## src/rtl/hazard_pkg.sv

```systemverilog
// Shared encodings for the pipeline hazard controller.
// Latency: n/a (constants and types only).
// Backpressure: n/a.
// Holds operand-forward selects, the divider/exception FSM state types and the
// default exception vector / ERET code used as parameter defaults by the top.
package hazard_pkg;

  // Execute-stage operand source select
  localparam logic [1:0] FWD_NONE = 2'b00;  // register file
  localparam logic [1:0] FWD_W    = 2'b01;  // writeback-stage result
  localparam logic [1:0] FWD_M    = 2'b10;  // memory-stage result

  // Divider stall FSM
  typedef logic [1:0] divState_t;
  localparam divState_t DIV_IDLE = 2'd0;
  localparam divState_t DIV_RUN  = 2'd1;
  localparam divState_t DIV_DONE = 2'd2;

  // Exception redirect FSM
  typedef logic exState_t;
  localparam exState_t EX_IDLE = 1'b0;
  localparam exState_t EX_WAIT = 1'b1;

  localparam logic [31:0] EXC_VEC_DEFAULT   = 32'hBFC00380;
  localparam logic [31:0] ERET_CODE_DEFAULT = 32'h0000000E;

endpackage

```

## src/rtl/div_stall_counter.sv

```systemverilog
// Divider stall sequencer: holds the pipeline for exactly DIV_LAT cycles per divide.
// Latency: divBusy is combinational from divStart in the start cycle, then registered.
// Backpressure: abort (exception) drops the stall immediately and returns to idle.
// Ports: clk, rst (sync, active-high), divStart (divide in E), abort (exception
//        in progress), divBusy (stall request to the hazard unit).
module div_stall_counter
  import hazard_pkg::*;
#(
  parameter int DIV_LAT = 33
) (
  input  logic clk,
  input  logic rst,
  input  logic divStart,
  input  logic abort,
  output logic divBusy
);

  localparam logic [7:0] LOAD_VAL = 8'(DIV_LAT - 1);

  divState_t  divState;
  logic [7:0] divCnt;

  // The start cycle already stalls, so RUN only has to cover DIV_LAT-1 more.
  always_comb begin
    divBusy = 1'b0;
    if (!abort) begin
      case (divState)
        DIV_IDLE: divBusy = divStart;
        DIV_RUN:  divBusy = 1'b1;
        default:  divBusy = 1'b0;
      endcase
    end
  end

  always_ff @(posedge clk) begin
    if (rst) begin
      divState <= DIV_IDLE;
      divCnt   <= '0;
    end else if (abort) begin
      divState <= DIV_IDLE;
      divCnt   <= '0;
    end else begin
      case (divState)
        DIV_IDLE: begin
          if (divStart) begin
            divState <= DIV_RUN;
            divCnt   <= LOAD_VAL;
          end
        end
        DIV_RUN: begin
          divCnt <= divCnt - 8'd1;
          // Counter reaches zero on this edge: the stall ends here.
          if (divCnt <= 8'd1) begin
            divState <= DIV_DONE;
          end
        end
        // One released cycle lets the divide leave E before another can start.
        DIV_DONE: divState <= DIV_IDLE;
        default:  divState <= DIV_IDLE;
      endcase
    end
  end

endmodule

```

## src/rtl/pipe_hazard_ctrl.sv

```systemverilog
// Five-stage pipeline hazard unit: forwarding, load-use, SRAM and divider stalls, exception redirect.
// Latency: forwarding/stall/flush are combinational; redirect_valid/redirect_pc are registered.
// Backpressure: busy SRAMs hold stages; an exception waits for both SRAMs idle before redirecting.
// Ports: clk/rst (sync, active-high); D/E/M/W register ids and write enables; div_start_e;
//        imem_busy/dmem_busy; excepttype_w/cp0_epc_w in. forward_a_e/forward_b_e,
//        stall_*/flush_* per stage, div_busy, redirect_valid/redirect_pc out.
module pipe_hazard_ctrl
  import hazard_pkg::*;
#(
  parameter int          RA_W      = 5,
  parameter int          DIV_LAT   = 33,
  parameter logic [31:0] EXC_VEC   = EXC_VEC_DEFAULT,
  parameter logic [31:0] ERET_CODE = ERET_CODE_DEFAULT
) (
  input  logic            clk,
  input  logic            rst,
  input  logic [RA_W-1:0] rs_d,
  input  logic [RA_W-1:0] rt_d,
  input  logic [RA_W-1:0] rs_e,
  input  logic [RA_W-1:0] rt_e,
  input  logic            memtoreg_e,
  input  logic [RA_W-1:0] writereg_m,
  input  logic [RA_W-1:0] writereg_w,
  input  logic            regwrite_m,
  input  logic            regwrite_w,
  input  logic            div_start_e,
  input  logic            imem_busy,
  input  logic            dmem_busy,
  input  logic [31:0]     excepttype_w,
  input  logic [31:0]     cp0_epc_w,
  output logic [1:0]      forward_a_e,
  output logic [1:0]      forward_b_e,
  output logic            stall_f,
  output logic            stall_d,
  output logic            stall_e,
  output logic            stall_m,
  output logic            stall_w,
  output logic            flush_f,
  output logic            flush_d,
  output logic            flush_e,
  output logic            flush_m,
  output logic            flush_w,
  output logic            div_busy,
  output logic            redirect_valid,
  output logic [31:0]     redirect_pc
);

  // M is younger than W, so its value wins; r0 is hardwired zero.
  function automatic logic [1:0] fwdSelect(
    input logic [RA_W-1:0] src,
    input logic [RA_W-1:0] mReg,
    input logic            mWe,
    input logic [RA_W-1:0] wReg,
    input logic            wWe
  );
    logic [1:0] sel;
    sel = FWD_NONE;
    if (src != '0) begin
      if (mWe && (mReg == src))      sel = FWD_M;
      else if (wWe && (wReg == src)) sel = FWD_W;
    end
    return sel;
  endfunction

  assign forward_a_e = fwdSelect(rs_e, writereg_m, regwrite_m, writereg_w, regwrite_w);
  assign forward_b_e = fwdSelect(rt_e, writereg_m, regwrite_m, writereg_w, regwrite_w);

  exState_t exState;
  logic     excRaise;
  logic     sramBusy;
  logic     divAbort;
  logic     divBusy;
  logic     loadUse;

  assign sramBusy = imem_busy | dmem_busy;
  // excepttype_w is only looked at when no redirect is already pending.
  assign excRaise = (exState == EX_IDLE) && (excepttype_w != '0);
  // The E-stage divide is being flushed, so the divider must not run or start.
  assign divAbort = excRaise || (exState == EX_WAIT);

  assign loadUse = memtoreg_e && (rt_e != '0) && ((rt_e == rs_d) || (rt_e == rt_d));

  div_stall_counter #(
    .DIV_LAT (DIV_LAT)
  ) u_divStall (
    .clk      (clk),
    .rst      (rst),
    .divStart (div_start_e),
    .abort    (divAbort),
    .divBusy  (divBusy)
  );

  assign div_busy = divBusy;

  always_ff @(posedge clk) begin
    if (rst) begin
      exState        <= EX_IDLE;
      redirect_valid <= 1'b0;
      redirect_pc    <= '0;
    end else begin
      redirect_valid <= 1'b0;
      if (exState == EX_IDLE) begin
        if (excRaise) begin
          redirect_pc <= (excepttype_w == ERET_CODE) ? cp0_epc_w : EXC_VEC;
          if (!sramBusy) redirect_valid <= 1'b1;
          else           exState        <= EX_WAIT;
        end
      end else begin
        // Redirect only once no SRAM response can land in the flushed pipe.
        if (!sramBusy) begin
          redirect_valid <= 1'b1;
          exState        <= EX_IDLE;
        end
      end
    end
  end

  // Bit order {F, D, E, M, W}.
  logic [4:0] stallVec;
  logic [4:0] flushVec;

  always_comb begin
    stallVec = '0;
    flushVec = '0;
    if (excRaise) begin
      flushVec = 5'b11111;
    end else if (exState == EX_WAIT) begin
      stallVec = 5'b10000;
      flushVec = 5'b01111;
    end else if (divBusy || dmem_busy) begin
      if (divBusy) stallVec = 5'b11111;
      if (dmem_busy) begin
        stallVec = stallVec | 5'b11110;
        flushVec = 5'b00001;
      end
    end else if (loadUse || imem_busy) begin
      // E is never stalled in this branch, so the imem bubble always applies.
      stallVec = 5'b11000;
      flushVec = 5'b00100;
    end
  end

  // A flushed stage is never also held.
  assign {stall_f, stall_d, stall_e, stall_m, stall_w} = stallVec & ~flushVec;
  assign {flush_f, flush_d, flush_e, flush_m, flush_w} = flushVec;

endmodule

```

## config.mk

```make
export PLATFORM = sky130hd
export DESIGN_NAME = pipe_hazard_ctrl
export DESIGN_NICKNAME = d
export VERILOG_FILES = /design/src/rtl/hazard_pkg.sv /design/src/rtl/div_stall_counter.sv /design/src/rtl/pipe_hazard_ctrl.sv
export SDC_FILE = /design/constraint.sdc
export NUM_CORES = 1
export LEC_CHECK = 0
export BUFFER_PORTS_ARGS = -buffer_cell sky130_fd_sc_hd__buf_2
export CAP_MARGIN = 0
export CORE_MARGIN = 5
export CORE_UTILIZATION = 42
export CTS_CLUSTER_SIZE = 12
export DETAILED_ROUTE_END_ITERATION = 10
export GPL_TIMING_DRIVEN = 0
export MAX_ROUTING_LAYER = met4
export PLACE_DENSITY = 0.84
export SLEW_MARGIN = 20
export SYNTH_ARGS = -nofsm -noshare
export SYNTH_HDL_FRONTEND = slang
export SYNTH_HIERARCHICAL = 1
export SYNTH_SLANG_ARGS = --single-unit
```

## constraint.sdc

```tcl
create_clock -name clk -period 2.1 [get_ports clk]
set_input_delay 0.315 -clock clk [delete_from_list [all_inputs] [get_ports clk]]
set_output_delay 0.315 -clock clk [all_outputs]
set_load 0.05 [all_outputs]
```

# --- Word level (Yosys, flattened, before mapping) ---
# Index checks and enable logic that the tools add are counted.
word_totals:
  regBits: 44
  in_bits: 102
  output_inout_bits: 48
  wordCells: 72
op_classes:
  n_addsub: 1
  order_cmp: 1
  eq_ne: 10
  muxes: 31
  n_bitwise: 4
  n_reduce_logical: 20
op_table:
  columns: ["operator", "n"]
  rows:
  - ["$mux W5", 9]
  - ["$eq A32 B4 Y1 const B", 1]
  - ["$mux W32", 1]
  - ["$reduce_bool A32 Y1", 1]
  - ["$eq A5 B5 Y1", 6]
  - ["$pmux W8 S2", 1]
  - ["$mux W2", 6]
  - ["$mux W1", 10]
  - ["$reduce_bool A5 Y1", 2]
  - ["$le A8 B1 Y1 const B", 1]
  - ["$mux W8", 1]
  - ["$sub A8 B1 Y8 const B", 1]
  - ["$logic_and A1 B1 Y1", 7]
  - ["$reduce_and A2 Y1", 3]
  - ["$and A5 B5 Y5", 1]
  - ["$not A5 Y5", 1]
  - ["$logic_or A1 B1 Y1", 4]
  - ["$pmux W2 S2", 1]
  - ["$mux W3", 1]
  - ["$eq A2 B1 Y1 const B", 1]
  - ["$logic_not A2 Y1", 1]
  - ["$ne A2 B1 Y1 const B", 1]
  - ["$ne A2 B2 Y1 const B", 1]
  - ["$pmux W1 S2", 1]
  - ["other kinds (4)", 4]

# --- Logic depth before layout (Yosys ltp) ---
# Gate-level depths: netlist (run 1).
logic_depth:
  ltp_word: 10
  depth_mapped: 8
  ltp_nobuf: 8

# --- Cells and area by module ---
# Netlist (run 1), hierarchy kept.
modules_own_cells:
  columns: ["mod", "n_inst", "cells_per_inst", "area_per_inst_um2", "seq_area_each_um2"]
  rows:
  - ["pipe_hazard_ctrl", 1, 165, 1671.6, 680.7]
  - ["div_stall_counter", 1, 63, 541.8, 200.2]

# --- Worst setup path before layout (run 1) ---
# Ideal clock, no wire load.
synth_timing:
  path_type: "input-to-output"
  start: "in excepttype_w[9]"
  end: "out stall_w"
  arrival_ns: 3.164
  required_time_ns: 1.785
  setup_slack_ns: -1.379
  stages: 6
  path_buffers: 0
  cell_sequence: "nor4_1 -> nand4_1 -> nor2_2 -> nand3b_1 -> nor2_1 -> nor3b_1"
synth_between:
  elab_chain_len: 10
  word_cells_on_any_way: 15
  cone_classes: "9 x mux; 2 x bitwise; 4 x reduce/logical"
synth_rtl:
  columns: ["element", "line", "source"]
  rows:
  - ["start, declared", "pipe_hazard_ctrl.sv:29", "input logic [31:0] excepttype_w,"]
  - ["$reduce_bool A32 Y1 (*)", "pipe_hazard_ctrl.sv:77", "assign excRaise = (exState == EX_IDLE) && (excepttype_w != '0);"]
  - ["$logic_and A1 B1 Y1 (*)", "pipe_hazard_ctrl.sv:77", null]
  - ["$logic_or A1 B1 Y1 (*)", "pipe_hazard_ctrl.sv:79", "assign divAbort = excRaise || (exState == EX_WAIT);"]
  - ["via divAbort", "pipe_hazard_ctrl.sv:71", "logic divAbort;"]
  - ["$mux W1 (*)", "div_stall_counter.sv:26", "if (!abort) begin"]
  - ["via div_busy", "pipe_hazard_ctrl.sv:43", "output logic div_busy,"]
  - ["$mux W5 or $logic_or A1 B1 Y1 (tied branches)", "pipe_hazard_ctrl.sv:131, pipe_hazard_ctrl.sv:130", null]
  - ["$mux W5, on equally long branches", "pipe_hazard_ctrl.sv:132, pipe_hazard_ctrl.sv:130", null]
  - ["$mux W5, on equally long branches", "pipe_hazard_ctrl.sv:130, pipe_hazard_ctrl.sv:127", null]
  - ["$mux W5, on equally long branches", "pipe_hazard_ctrl.sv:127, pipe_hazard_ctrl.sv:125", null]
  - ["$mux W5 or $not A5 Y5 (tied branches)", "pipe_hazard_ctrl.sv:125, pipe_hazard_ctrl.sv:144", null]
  - ["$and A5 B5 Y5 (*)", "pipe_hazard_ctrl.sv:144", "assign {stall_f, stall_d, stall_e, stall_m, stall_w} = stallVec & ~flushVec;"]
  - ["end, declared", "pipe_hazard_ctrl.sv:37", "output logic stall_w,"]
# Mark *: on every way through the listed nets, which the timed path passes. The rest lies on a longest branch.

# --- Worst setup path after layout (run 1) ---
layout_timing:
  start: "in excepttype_w[22]"
  end: "out stall_w"
layout_between:
  elab_chain_len: 10
  word_cells_on_any_way: 15
  cone_classes: "9 x mux; 2 x bitwise; 4 x reduce/logical"
layout_rtl:
  columns: ["element", "line"]
  rows:
  - ["$reduce_bool A32 Y1 (*)", "pipe_hazard_ctrl.sv:77"]
  - ["$logic_and A1 B1 Y1 (*)", "pipe_hazard_ctrl.sv:77"]
  - ["$logic_or A1 B1 Y1 (*)", "pipe_hazard_ctrl.sv:79"]
  - ["via divAbort", "pipe_hazard_ctrl.sv:71"]
  - ["$mux W1 (*)", "div_stall_counter.sv:26"]
  - ["$mux W5 or $logic_or A1 B1 Y1 (tied branches)", "pipe_hazard_ctrl.sv:131, pipe_hazard_ctrl.sv:130"]
  - ["$mux W5, on equally long branches", "pipe_hazard_ctrl.sv:132, pipe_hazard_ctrl.sv:130"]
  - ["$mux W5, on equally long branches", "pipe_hazard_ctrl.sv:130, pipe_hazard_ctrl.sv:127"]
  - ["$mux W5, on equally long branches", "pipe_hazard_ctrl.sv:127, pipe_hazard_ctrl.sv:125"]
  - ["$mux W5 or $not A5 Y5 (tied branches)", "pipe_hazard_ctrl.sv:125, pipe_hazard_ctrl.sv:144"]
  - ["$and A5 B5 Y5 (*)", "pipe_hazard_ctrl.sv:144"]
# Marked as above.

==> flow_summary.toml, run 1 <==
[sta]
hold_viol = 0
worst_slew_pin_slew_ps = 461.2
setup_violations = 7
slew_headroom_pct = 69.09
finalClockSkew_ps = 6.110
fmax_ghz = 0.4461
rsz0062_at_grt = "true"
timing.final.ws_setup_ps = -141.4
fin_crit_ps = 2241
finalCritPeriodShare_pct = 106.7
finalMaxSlewViolations = 0

[critical_path]
arrival_ps = 1930
cp-end-kind = "primary output"
cp.required_ps = 1780
crit_path_start_kind = "input pin"
crit_fanout = 3
worstSetupPathType = "in -> out"
r2r_setup_slack_ps = 390

[floorplanning]
fp.dieH_um = 82.60
dieArea_mm2 = 0.006822
start_util_pct = 43.34
core_mm2 = 0.005107
die_x_um = 82.60
io_pins = 150
rows = 26

[synth]
synth_top_area_share_pct = 39.80
synth-async-reset-ratio_pct = 0
yosysMostFrequentCell = "dfxtp_1"
yosys.area.top_type = "dfxtp_1"
synth_fp_nets = 332
yosysWarnings = 6
synthDistinctLibCells = 49
synth-edff-count = 0
ys_ff_latch = 44
synthesis.area_mm2 = 0.002213
postSynthAreaPerCell_um2 = 9.708
synth_area_leaders = "dfxtp_1 40%, a22o_1 8.3%, xor2_1 7.1%, o221a_1 5.1%, xnor2_1 4.7%"
ys_seq_area_share_pct = 39.80
ys_top_cells_by_count = "44 x dfxtp_1, 21 x a22o_1, 18 x xor2_1"
ys.flop_type = "dfxtp_1"
synth_cells = 228

[pwr]
power_frac_clock_pct = 37.3
seqPwrFrac_pct = 43.8
vdd_drop_max_uv = 410.3
power.switching_mw = 0.4919
combinationalPowerShare_pct = 18.8
fin_total_pwr_mw = 1.972
intPower_mw = 1.480
powerDensity_mw_per_mm2 = 550.8
leakagePower_nw = 1.658
swShare_pct = 24.95

[status]
outcome = "complete, but fails checks"
violations = "setup timing"

[grt]
grtUsageTotal_pct = 20.55
use_met2_pct = 39.42
antenna_found_initial = 0
use_met3_pct = 5.315
grt_overflow_total = 0
grt_max_degree = 14
top_usage_layer = "met2"
use_met1_pct = 20.13
grt_pass1_vias = 2478
grt_pass1_wl_um = 10610

[clock_tree]
cts_tree = "yes"
path_clk_slew_ps = 80
clk_latency_ps = 290
hold_buffers = 0
clock_tree.buffer_depth = 2
cts-buffers-inserted = 5
cts_sinks = 44
root_buffer = "clkbuf_8"
htree_levels = 2

[layout]
antenna_cells = 0
utilization_pct = 70.09
area_delta_synth_final_pct = 61.73
drive_gt1_share_pct = 52.55
nets = 496
stdcell_area_mm2 = 0.003580
finalNonFillerCells = 462
nFillCells = 398

[drt]
avgViaCountPerCell = 5.262
dr.pass1.iters = 4
wl_per_cell_um = 15.61
drt_iter0_drc = 71
wirelength_um = 7213
antenna_left = 0
vias = 2431
route.detailed.drc = 0

[placed_design]
dp_hpwl_um = 5462
dp.cells = 442
placed_cell_area_mm2 = 0.003107
globalplace.congestion = 0.8556
portBuffers = 144

[run]
cap_viol_max_count = 0

[hold_path]
worstHoldPathType = "in -> reg"
[final timing paths]
kind | startpoint | end | cells past startpoint
setup / recovery | excepttype_w[22] | stall_w | 9
hold / removal | cp0_epc_w[16] | redirect_pc[16]$_SDFFE_PP0P_ | 2
setup reg to reg | u_divStall/divCnt[0]$_SDFFE_PP0P_ | u_divStall/divCnt[6]$_SDFFE_PP0P_ | 5
hold reg to reg | redirect_pc[16]$_SDFFE_PP0P_ | redirect_pc[16]$_SDFFE_PP0P_ | 1
[placed cells by master, fill, tap and decap left out, types with 2 or more instances in the layout]
| cell type | netlist | final |
|---|---|---|
| nand3_1 | 5 | 5 |
| a31o_2 | 2 | 2 |
| nor4b_2 | 0 | 2 |
| or2_2 | 4 | 4 |
| xor2_1 | 18 | 18 |
| clkbuf_8 | 0 | 5 |
| xnor2_1 | 12 | 12 |
| or3_1 | 3 | 3 |
| o211ai_1 | 2 | 2 |
| clkbuf_1 | 8 | 7 |
| buf_2 | 5 | 128 |
| dfxtp_1 | 44 | 44 |
| inv_1 | 6 | 6 |
| buf_6 | 2 | 23 |
| o21bai_1 | 2 | 2 |
| mux2i_1 | 3 | 3 |
| buf_4 | 1 | 9 |
| or4_1 | 4 | 4 |
| nor4_4 | 0 | 5 |
| nand2_1 | 2 | 2 |
| clkbuf_4 | 0 | 2 |
| nor4_2 | 1 | 2 |
| nand4_1 | 5 | 5 |
| ha_1 | 2 | 2 |
| nor2_2 | 1 | 2 |
| nor3_2 | 0 | 2 |
| nor3_1 | 8 | 6 |
| a21oi_1 | 5 | 5 |
| nor2_1 | 16 | 12 |
| nor2_4 | 0 | 3 |
| buf_8 | 0 | 3 |
| nor4_1 | 9 | 3 |
| a22o_1 | 21 | 21 |
| o221a_1 | 10 | 10 |
| bufinv_16 | 0 | 2 |
| o221a_2 | 2 | 2 |
[power groups by stage]
stage	registers, mW	clock network [mW]	logic (mW)
6_report	0.865	0.736	0.371
3_3_place_gp	0.882	0	0.337
5_1_grt	0.867	0.789	0.398
2_1_floorplan	0.946	0	0.127
3_5_place_dp	0.884	0	0.345
4_1_cts	0.864	0.752	0.361
[per-layer routing]
layer	share of wire, %	vias up
li1	-	1181
met1	36	1121
met2	53	114
met3	9.4	15
met4	1.8	0
met5	0	-
[stage by stage]
stage | hold WS, ps | TNS [ps] | setup WS, ps
floorplan | 390.6 | -1796 | -458.0
global placement | 456.0 | -3732 | -486.3
detailed placement | 460.2 | -4809 | -539.1
CTS | 231.1 | -669.0 | -157.5
global route | 233.5 | -1339 | -252.0
finish | 237.8 | -600.2 | -141.4
[sequential cells by signal, indices dropped and copies added, names as in the netlist]
| name | flops |
|---|---|
| u_divStall/divCnt | 8 |
| redirect_valid | 1 |
| u_divStall/divState | 2 |
| exState | 1 |
| redirect_pc | 32 |
[area by class of cell]
class	count	area (um^2)	area share (%)
inverter	6	22.52	0.6292
sequential	44	880.8	24.61
clock inverter	2	60.06	1.678
clock buffer	5	68.82	1.922
multi-input combinational	162	1386	38.73
tap	70	87.58	2.447
buffer	14	83.83	2.342
timing repair buffer	159	989.7	27.65
[critical path, stage by stage]
cell and delay, ps:
buf_6 100, nor4_4 260, nand4_1 180, nor2_2 200, nand3b_1 190, nor2_4 190, buf_6 120, nor3b_4 190
buf_6 180
[cell families (layout without fill, tap and decap cells)]
kind of cell    after synthesis  count (layout)  synth area share (%)
flops                        44              44                 39.80
mux                           3               3                 1.357
buf+inv                      22             186                 4.861
xor+xnor                     30              30                 11.87
simple gates                 74              74                 20.07
fa+ha+maj                     2               2                 1.130
compound gates               53              53                 20.92
[timing repair]
action | in CTS | in global routing
setup endpoints to repair | 11 | 41
pin swaps | 15 | 11
gates cloned | 0 | 1
setup buffers | 13 | 2
resized for setup | 38 | 21
Note: power is estimated with default switching activity, not from simulation.
==> run 2, diff against run 1 <==
CORE_ASPECT_RATIO = 0.5   (was unset)
==> run 2 against run 1 <==
  * The run still ends with setup timing left
  * Combinational power is 5% higher
  * Maximum frequency down 0.77%
  * Core utilization grew 1.9 points
  * Cell count grew 1.3%
  * Hold slack worse by 10 ps
  * Design area rose by 0.98%
  * Sequential share of layout area down 0.24 points
  * Setup slack got worse by 17 ps
  * Via count up 6.0%
  * Largest cell class unchanged
  * Highest routed layer unchanged
==> flow_summary.toml, run 2 (synthesized netlist as in run 1, its figures left out) <==
[floorplanning]
io_pins = 150
dieArea_mm2 = 0.006910
die_x_um = 112.7
start_util_pct = 44.07
core_mm2 = 0.005022
fp.dieH_um = 61.33
rows = 18

[sta]
setup_violations = 6
finalCritPeriodShare_pct = 107.6
finalMaxSlewViolations = 0
fmax_ghz = 0.4427
tns_ps = -551.2
rsz0062_at_grt = "true"
worst_slew_pin_slew_ps = 494.4
timing.final.ws_setup_ps = -158.9
fin_crit_ps = 2259
hold_viol = 0
holdWs_ps = 227.8
slew_headroom_pct = 66.86
finalClockSkew_ps = 8.066

[pwr]
power.switching_mw = 0.5184
swShare_pct = 26.90
intPower_mw = 1.409
vdd_drop_max_uv = 386.7
fin_total_pwr_mw = 1.927
combinationalPowerShare_pct = 20.3
seqPwrFrac_pct = 45.0
power_frac_clock_pct = 34.8
powerDensity_mw_per_mm2 = 533.1
leakagePower_nw = 1.666

[clock_tree]
path_clk_slew_ps = 90
hold_buffers = 0
cts_tree = "yes"
root_buffer = "clkbuf_8"
clock_tree.buffer_depth = 2
cts-buffers-inserted = 5
htree_levels = 2
cts_sinks = 44
clk_latency_ps = 290

[layout]
stdcell_area_mm2 = 0.003615
multi_input_area_mm2 = 0.001400
area_delta_synth_final_pct = 63.31
layout_commonest_cell = "buf_2"
utilization_pct = 71.97
final_cell_mix = "128 x buf_2, 44 x dfxtp_1, 21 x a22o_1, 21 x buf_6, 18 x xor2_1"
drive_gt1_share_pct = 53.52
antenna_cells = 0
largest_register = "redirect_pc"
largest_reg_flops = 32
largestRegisters = "redirect_pc x32, u_divStall/divCnt x8, u_divStall/divState x2"
nFillCells = 352
finalNonFillerCells = 468
ff_latch_area_um2 = 880.8
nets = 501

[status]
outcome = "complete, but fails checks"
violations = "setup timing"

[drt]
avgViaCountPerCell = 5.504
wl_per_cell_um = 18.18
vias = 2576
wirelength_um = 8509
antenna_left = 0
dr.pass1.iters = 5
route.detailed.drc = 0
drt_iter0_drc = 159

[placed_design]
placed_cell_area_mm2 = 0.003107
portBuffers = 144
dpl_worst_slack_ps = -431.9
dp.cells = 442
dp_hpwl_um = 6128
globalplace.congestion = 0.9311

[grt]
grt_overflow_total = 0
grt_pass1_wl_um = 12780
grtUsageTotal_pct = 24.08
grt_pass1_vias = 2636
grt_max_degree = 15
antenna_found_initial = 0

[hold_path]
worstHoldPathType = "in -> reg"

[critical_path]
cp.required_ps = 1780
worstSetupPathType = "in -> out"
arrival_ps = 1940
cp-end-kind = "primary output"
crit_path_start_kind = "input pin"
crit_fanout = 4

[run]
cap_viol_max_count = 0
-- run 2: path summary, 6_finish.rpt --
path | startpoint | end | slack (ps) | depth (start not counted)
max | excepttype_w[19] | stall_f | -160 | 10
min | cp0_epc_w[19] | redirect_pc[19]$_SDFFE_PP0P_ | 230 | 2
min reg2reg | redirect_pc[1]$_SDFFE_PP0P_ | redirect_pc[1]$_SDFFE_PP0P_ | 480 | 1
max reg2reg | u_divStall/divCnt[0]$_SDFFE_PP0P_ | u_divStall/divCnt[6]$_SDFFE_PP0P_ | 320 | 5
-- run 2: final cells by class --
class,instances,share of cell area [%]
multi-input cells,162,38.73
repair buffers,163,27.69
flip-flops and latches,44,24.37
plain buffers,15,2.804
well taps,70,2.423
clock buffers,6,2.285
clock inverters,2,1.073
inverters,6,0.6231
-- run 2: repair_timing --
item | CTS | global route
setup buffers | 14 | 8
pin swaps | 23 | 14
gates cloned | 1 | 3
resized for setup | 40 | 29
endpoints found under the setup margin | 10 | 44
-- run 2: worst max-delay path: stages --
cell	delay (ps)
buf_6	100
nor4_4	250
nand4_1	210
nor2_4	200
nand3b_1	180
nor2_4	200
nor3_2	50
o21ai_1	110
a31o_2	200
buf_8	140
-- run 2: power by group through the flow --
stage | Clock (mW) | Sequential, mW | Combinational (mW)
2_1_floorplan | 0 | 0.946 | 0.127
3_3_place_gp | 0 | 0.883 | 0.338
3_5_place_dp | 0 | 0.884 | 0.349
4_1_cts | 0.679 | 0.865 | 0.370
5_1_grt | 0.720 | 0.869 | 0.415
6_report | 0.670 | 0.867 | 0.390
-- run 2: routing by layer --
metal	up-vias	GRT usage (%)	share of wire, %
met5	-	-	0
met1	1263	26.10	38
li1	1193	-	-
met3	24	5.986	5.5
met4	0	8.562	2.4
met2	96	44.36	54
==> run 3, diff against run 2 <==
CTS_CLUSTER_SIZE = 20   (was 12)
SKIP_CTS_REPAIR_TIMING = 1   (was unset)
==> run 3 against run 2 <==
  * Non-clock buffer count decreased by 13
  * The run still ends with setup timing left
  * Global-route usage decreased by 2.3 points
  * Largest power group unchanged
  * Critical path depth decreased by 1
  * Cell count decreased by 2.8%
  * Die area unchanged
  * Clock-buffer cell count unchanged
  * Setup slack got worse by 92 ps
  * Total power decreased by 1.1%
  * Register-to-register slack about the same
  * Via count decreased by 2.8%
  * Clock skew decreased by 2.2 ps
==> flow_summary.toml, run 3 (synthesized netlist as in run 1, its figures left out) <==
[pwr]
combinationalPowerShare_pct = 19.4
intPower_mw = 1.396
seqPwrFrac_pct = 45.4
swShare_pct = 26.79
vdd_drop_max_uv = 404.8
power_frac_clock_pct = 35.2
power.switching_mw = 0.5108
powerDensity_mw_per_mm2 = 560.4
leakagePower_nw = 1.571
fin_total_pwr_mw = 1.906

[clock_tree]
cts_tree = "yes"
clock_tree.buffer_depth = 2
path_clk_slew_ps = 80
root_buffer = "clkbuf_8"
cts-buffers-inserted = 5
cts_sinks = 44
clk_latency_ps = 290
htree_levels = 2

[layout]
largestRegisters = "redirect_pc x32, u_divStall/divCnt x8, u_divStall/divState x2"
antenna_cells = 0
drive_gt1_share_pct = 51.43
area_delta_synth_final_pct = 53.70
largest_reg_flops = 32
nets = 488
final_cell_mix = "139 x buf_2, 44 x dfxtp_1, 21 x a22o_1, 18 x xor2_1"
layout_commonest_cell = "buf_2"
largest_register = "redirect_pc"

[hold_path]
worstHoldStart = "cp0_epc_w[3]"
worstHoldPathType = "in -> reg"
hold_path_end = "redirect_pc[3]$_SDFFE_PP0P_"
min_delay_path_depth = 2

[drt]
met1_length_um = 3039
vias = 2503
drt_iter0_drc = 148
route.detailed.drc = 0
wl_met2_um = 4234
wl_per_cell_um = 17.30
route.met3.wl_um = 426
dr.pass1.iters = 4
routed.top_layer = "met4"
wirelength_um = 7871
avgViaCountPerCell = 5.501
antenna_left = 0

[status]
violations = "setup timing"
outcome = "complete, but fails checks"

[floorplanning]
dieArea_mm2 = 0.006910
rows = 18
core_mm2 = 0.005022
io_pins = 150
die_x_um = 112.7
fp.dieH_um = 61.33
start_util_pct = 44.07

[sta]
setup_violations = 8
hold_viol = 0
finalMaxSlewViolations = 0
fin_crit_ps = 2351
rsz0062_at_grt = "true"
finalClockSkew_ps = 5.829
timing.final.ws_setup_ps = -250.6
slew_headroom_pct = 68.24
fmax_ghz = 0.4254
finalCritPeriodShare_pct = 111.9
tns_ps = -1367
worst_slew_pin_slew_ps = 472.0

[grt]
grt_max_degree = 15
grt_pass1_wl_um = 11710
grt_overflow_total = 0
antenna_found_initial = 0
grtUsageTotal_pct = 21.79
grt_pass1_vias = 2459

[critical_path]
worstPathCellList = "buf_2, nor4_2, nand4_1, nor2_4, nand3b_1, nor2_4, nor2_2, a21o_2, buf_4"
timing.rr.end = "u_divStall/divCnt[6]$_SDFFE_PP0P_"
r2r_setup_slack_ps = 330
cp.required_ps = 1780
crit_slowest_cell = "nor4_2"
rr_worst_depth = 5
worstSetupPathType = "in -> out"
crit_top_cell = "nor2_4"
crit_path_start_kind = "input pin"
crit_fanout = 4
r2r-start = "u_divStall/divCnt[0]$_SDFFE_PP0P_"
cp-end-kind = "primary output"
arrival_ps = 2040
cpPeakStageDelay_ps = 290

[placed_design]
portBuffers = 144
dp_hpwl_um = 6128
globalplace.congestion = 0.9311

[run]
cap_viol_max_count = 0
-- run 3: cell types whose count changed in the layout (fill, tap and decap cells not counted), sizes merged --
cell,change
buf,-11
clkbuf,-1
clkdlybuf4s15,-1
-- run 3: layer usage --
metal	up-vias	global-route usage, %
li1	1170	-
met1	1221	24.48
met2	90	40.57
met3	22	4.514
met4	0	5.993
met5	-	-
-- run 3: worst max-delay path by stage --
stage	cells past startpoint	startpoint	end	slack (ps)
floorplan	6	excepttype_w[21]	stall_w	-460
global placement	10	excepttype_w[25]	stall_f	-390
detailed placement	10	excepttype_w[16]	stall_f	-430
CTS	10	excepttype_w[16]	stall_f	-440
global route	10	excepttype_w[17]	stall_f	-320
finish	9	excepttype_w[17]	flush_e	-250
-- run 3: worst max-delay path: cells and delay by family --
kind            cells  cell delay, ps
simple gates        6            1230
buf+inv             2             300
compound gates      1             190
-- run 3: area by class of cell --
type,instances,area (um^2)
plain buffers,15,81.33
clock buffers,6,82.58
clock inverters,2,38.79
fillers,395,1620
inverters,6,22.52
multi-input cells,162,1361
flip-flops and latches,44,880.8
well taps,70,87.58
repair buffers,150,847.1
-- run 3: power by group through the flow --
stage	Combinational [mW]	Sequential (mW)	Clock (mW)
2_1_floorplan	0.127	0.946	0
3_3_place_gp	0.338	0.883	0
3_5_place_dp	0.349	0.884	0
4_1_cts	0.351	0.865	0.679
5_1_grt	0.395	0.868	0.714
6_report	0.371	0.866	0.670
-- run 3: metrics by stage --
step | hold slack (ps) | worst slack (ps) | instance area, um^2 | util (%) | std cells
floorplan | 390.6 | -458.0 | 2298 | - | 228
finish | 234.8 | -250.6 | 3402 | 67.74 | 455
global placement | 456.7 | -393.1 | 3107 | 61.86 | 442
global route | 226.3 | -320.3 | 3402 | 67.74 | 455
detailed placement | 459.3 | -431.9 | 3107 | 61.86 | 442
CTS | 228.5 | -441.8 | 3228 | 64.28 | 450
